<file path="config.mk">
export PLATFORM = sky130hd
export DESIGN_NAME = fifo_rd_streamer
export DESIGN_NICKNAME = d
export VERILOG_FILES = /design/src/rtl/fifo_rd_streamer.sv
export SDC_FILE = /design/constraint.sdc
export NUM_CORES = 1
export LEC_CHECK = 0
export CORE_AREA = 2 2 48 50
export CTS_BUF_LIST = sky130_fd_sc_hd__clkbuf_8 sky130_fd_sc_hd__clkbuf_16
export DETAILED_ROUTE_END_ITERATION = 8
export DIE_AREA = 0 0 50 52
export DONT_BUFFER_PORTS = 1
export SYNTH_ARGS = -nofsm -noshare
export SYNTH_HDL_FRONTEND = slang
export SYNTH_SLANG_ARGS = --single-unit
export TNS_END_PERCENT = 30
</file>
<file path="constraint.sdc">
create_clock -name clk -period 4.73 [get_ports clk]
set_clock_uncertainty 0.05 [all_clocks]
set_input_delay 0.946 -clock clk [delete_from_list [all_inputs] [get_ports clk]]
set_output_delay 0.946 -clock clk [all_outputs]
set_load 0.03 [all_outputs]
</file>
<file path="src/rtl/fifo_rd_streamer.sv">
// fifo_rd_streamer: read-side controller for fifo_sync.
// Issues fifo_rd_en while the FIFO holds data. Absorbs the FIFO's one-cycle
// registered read latency in a 2-entry buffer. Presents the words as a
// valid/ready stream with a per-burst beat counter and a last flag.
module fifo_rd_streamer #(
   parameter  int WIDTH     = 8,
   parameter  int BURST_LEN = 4,
   localparam int BCW       = (BURST_LEN > 1) ? $clog2(BURST_LEN) : 1
) (
   input  logic             clk,
   input  logic             reset_n,
   input  logic             enable,
   input  logic             fifo_empty,
   output logic             fifo_rd_en,
   input  logic [WIDTH-1:0] fifo_dout,
   output logic             m_valid,
   input  logic             m_ready,
   output logic [WIDTH-1:0] m_data,
   output logic             m_last,
   output logic [BCW-1:0]   beat_cnt,
   output logic             idle
);

   localparam logic [BCW-1:0] LAST_BEAT = BCW'(BURST_LEN - 1);

   logic [1:0]       count;     // buffer occupancy 0..2
   logic             inflight;  // a read was issued last cycle
   logic [WIDTH-1:0] buf0;      // head of the buffer
   logic [WIDTH-1:0] buf1;
   logic             pop;
   logic             push;
   logic [2:0]       occ;       // occupancy after this cycle's pop, counting the in-flight word
   logic [1:0]       rem;       // words left after this cycle's pop

   // A word is consumed on a valid/ready handshake. A word arrives from the
   // FIFO whenever a read was issued in the previous cycle.
   assign pop  = m_valid & m_ready;
   assign push = inflight;

   // pop implies count >= 1, so neither subtraction can underflow.
   assign occ = {1'b0, count} + {2'b0, inflight} - {2'b0, pop};
   assign rem = count - {1'b0, pop};

   // Only read when the word is guaranteed a slot on arrival. reset_n gates
   // the strobe so that no read reaches the FIFO while reset is asserted.
   assign fifo_rd_en = enable & reset_n & ~fifo_empty & (occ < 3'd2);

   assign m_valid = (count != 2'd0);
   assign m_data  = buf0;
   assign m_last  = m_valid & (beat_cnt == LAST_BEAT);
   assign idle    = (count == 2'd0) & ~inflight;

   // Track the read in flight and the buffer occupancy.
   always_ff @(posedge clk or negedge reset_n) begin
      if (!reset_n) begin
         inflight <= 1'b0;
         count    <= 2'd0;
      end else begin
         inflight <= fifo_rd_en;
         count    <= count + {1'b0, push} - {1'b0, pop};
      end
   end

   // Shift the head on pop, then place the arriving word behind whatever remains.
   always_ff @(posedge clk or negedge reset_n) begin
      if (!reset_n) begin
         buf0 <= '0;
         buf1 <= '0;
      end else begin
         if (pop) begin
            buf0 <= buf1;
         end
         if (push) begin
            if (rem == 2'd1) begin
               buf1 <= fifo_dout;
            end else begin
               buf0 <= fifo_dout;
            end
         end
      end
   end

   // Count accepted beats within the current burst, wrapping after the last one.
   always_ff @(posedge clk or negedge reset_n) begin
      if (!reset_n) begin
         beat_cnt <= '0;
      end else if (pop) begin
         beat_cnt <= (beat_cnt == LAST_BEAT) ? '0 : beat_cnt + 1'b1;
      end
   end

   // The read-issue rule must keep an arriving word from landing in a full buffer.
   no_overflow: assert property (@(posedge clk) disable iff (!reset_n)
      !(push && (count == 2'd2) && !pop));

endmodule

</file>
==> key figures <==
Status
  • Result of the run: complete, no violations

Logic synthesis
  • Netlist cell types: 21
  • Cells after synthesis: 68
  • Post-synth EDFFs: 0
  • Synth area leaders: dfrtp_1 (52%), mux2_2 (19%), mux2_4 (12%), ha_1 (2.5%), fa_1 (2.0%)
  • Synthesized cell area: 1000 sq um
  • Area leader, netlist: dfrtp_1
  • Syn_area_per_cell: 14.7 sq um
  • Yosys top cell area share: 52.4%
  • Async SR Flop Fraction: 100%
  • Flops & latches, synth: 21
  • Post-synthesis sequential area ratio: 52.4%
  • Yosys warns: 0
  • Synth Flop Type: dfrtp_1
  • Synth Net Count: 84

Pwr
  • Pwr dens: 672 nW/um^2
  • Leakage: 0.000549 uW
  • Maximum vdd drop: 0.320 mV

STA
  • Final Cycle Share: 78.8%
  • Final setup margin: 1.00 ns
  • Setup TNS: 0 ns
  • F_max: 268 MHz
  • RSZ-0062 raised after global routing: false
  • Tmin final: 3.73 ns
  • Hold Fails Final Rpt: 0
  • Slew margin rel.: 60.2%
  • Final setup vio count: 0
  • Slew Viols, Final: 0
  • Transition time of the tightest slew-check pin: 0.592 ns
  • WHS: 0.327 ns

Detailed routing
  • First-pass DRT Iterations: 1
  • Max Used Layer: met4
  • DRT met1 WL: 681 um
  • Avg WL per Cell: 15.8 um
  • Post-DRT Antenna Nets: 0
  • Via density: 5.23
  • WL met3: 96 um
  • Initial drt markers: 0
  • Post-detailed-routing wire length: 1.58 mm
  • Vias: 523
  • Met2 WL post-DR: 787 um
  • DRC: 0

Critical path
  • Slowest stage cell, crit path: fa_1
  • Buffers & Inverters on Critical Path: 2
  • Worst EP arrival: 2.73 ns
  • WS Path Type: in2out
  • Worst Setup Start Kind: primary input
  • CP delay by family, top: adder cells
  • CP required: 3.73 ns
  • Critical path fanouts, max: 7
  • Slowest stage delay, CP: 0.44 ns
  • Critical Path Sink Type: primary output
  • Crit-path cells: o21ai_1 -> buf_4 -> nand2_1 -> nand2_1 -> ha_1 -> fa_1 -> nor4_1 -> buf_4

Placement
  • # port buffers: 0
  • Placed cell area: 1040 sq um
  • Pre-CTS setup slack: 0.963 ns
  • HPWL after DPL: 1.16 mm
  • GPL Wtd Cong: 0.726
  • Placed cells: 96

Global routing
  • Largest net degree at the start of global routing: 23
  • Overall Global Routing Usage: 13.6%
  • First-pass GRT wire length: 2.51 mm
  • Initial antenna violation count: 0
  • Vias in the first global route: 547
  • Total global routing overflow: 0

Die
  • I/O Pins: 27
  • Effective utilization at floorplan: 47.6%
  • Full die area: 2600 sq um
  • Core area: 2110 sq um
  • Die H: 52 um
  • Num rows: 17
  • Die width: 50 um

Worst hold path
  • Hold Crit Class: in2async

Layout
  • Sequential cell area: 526 sq um
  • Post-Layout Cell Count: 100
  • Layout Nets: 89
  • Final instance area: 1080 sq um
  • Multi-input gate area: 457 sq um
  • Area Overhead vs Synth: 7.87%
  • N_diodes: 0
  • Fillers: 190
  • Layout cells sized above 1: 45.8%

Clocking
  • TritonCTS clock tree: done
  • CTS clk-pin slew, worst paths: 0.07 ns
  • Sink Count: 21
  • H-tree Lvls: 1
  • # Post-CTS Setup Buffers: 0
  • Worst-Skew Late Latency: 0.25 ns
  • Clock Path Buffers: 2
  • Root Buffer: clkbuf_8
  • # hold bufs at CTS: 0
  • PostCTS Resize Cnt: 0
  • Total CTS buffers: 3

Flow run
  • Max_cap viols: 0
## registers in the layout, indices dropped and copies added (netlist names)
signal / count
beat_cnt: 2
buf1: 8
count: 2
inflight: 1
m_data: 8
## cells by family after synthesis
| group | share of synthesized area (%) |
|---|---|
| and+or+nand+nor | 6.99 |
| AOI/OAI and AO/OA | 2.12 |
| buffers and inverters | 2.00 |
| adders and majority gates | 4.49 |
| DFF | 52.4 |
| xor gates and xnor gates | 0.874 |
| muxes | 31.1 |
## layout make-up
| cell class | count | area share, % |
|---|---|---|
| clock buffer | 3 | 3.82 |
| inverter | 1 | 0.347 |
| clock inverter | 1 | 0.347 |
| tap | 28 | 3.24 |
| sequential | 21 | 48.6 |
| multi-input combinational | 44 | 42.2 |
| timing repair buffer | 2 | 1.39 |
## synthesized netlist by cell type, types with 2 or more instances
cell type,instances
ha_1,2
dfrtp_1,21
mux2_4,8
mux2_2,17
nand2_1,3
or2_2,2
## cell usage in the layout (no fill, tap or decap)
cell type  synthesis  routed
dfrtp_1           21      21
mux2_2            17      17
mux2_4             8       8
nand2_1            3       3
clkbuf_8           0       3
or2_2              2       2
inv_1              1       2
ha_1               2       2
buf_4              0       2
o21ai_1            1       1
nor3b_1            1       1
and3b_1            1       1
or3b_1             1       1
and2_1             1       1
nor2_1             1       1
xnor2_1            1       1
nor4_1             1       1
o21ai_2            1       1
nor3_1             1       1
a21o_1             1       1
fa_1               1       1
## metrics by stage
step	total power (uW)	utilization (%)
CTS	737	51.3
detailed placement	622	49.2
floorplan	577	-
global placement	612	49.2
global route	776	51.3
finish	727	51.3
## final timing paths
kind	endpoint	from	depth (start not counted)	slack, ns
worst min register to register	buf1[6]	buf1[6]	1	0.45
worst max register to register	inflight	count[1]	8	2.18
min in group clk	buf1[6]	buf1[6]	1	0.45
worst min-delay path	count[1]	reset_n	0	0.33
worst max-delay path	fifo_rd_en	m_ready	8	1.00
max in group asynchronous	m_data[0]	reset_n	0	4.23
## report_power, final
group          leakage [uW]  switching (uW)  internal [uW]  total, uW
combinational      0.000248             107            148        255
clock             0.0000269            54.9           57.7        113
sequential         0.000274             107            252        359
total              0.000549             269            457        727
## worst reg2reg max path, delay by kind of cell, from the launching register on
| family | cells | cell delay [ns] |
|---|---|---|
| and+or+nand+nor | 3 | 0.40 |
| DFF | 1 | 0.44 |
| AOI/OAI and AO/OA | 1 | 0.51 |
| buffers and inverters | 2 | 0.47 |
| adders and majority gates | 2 | 0.60 |
## metal layers
metal	vias up	track usage, %
met2	16	22.1
met5	-	0
met4	0	8.33
met1	253	15.6
li1	252	-
met3	2	4.31
No activity file was read; power rests on OpenSTA's default activity.
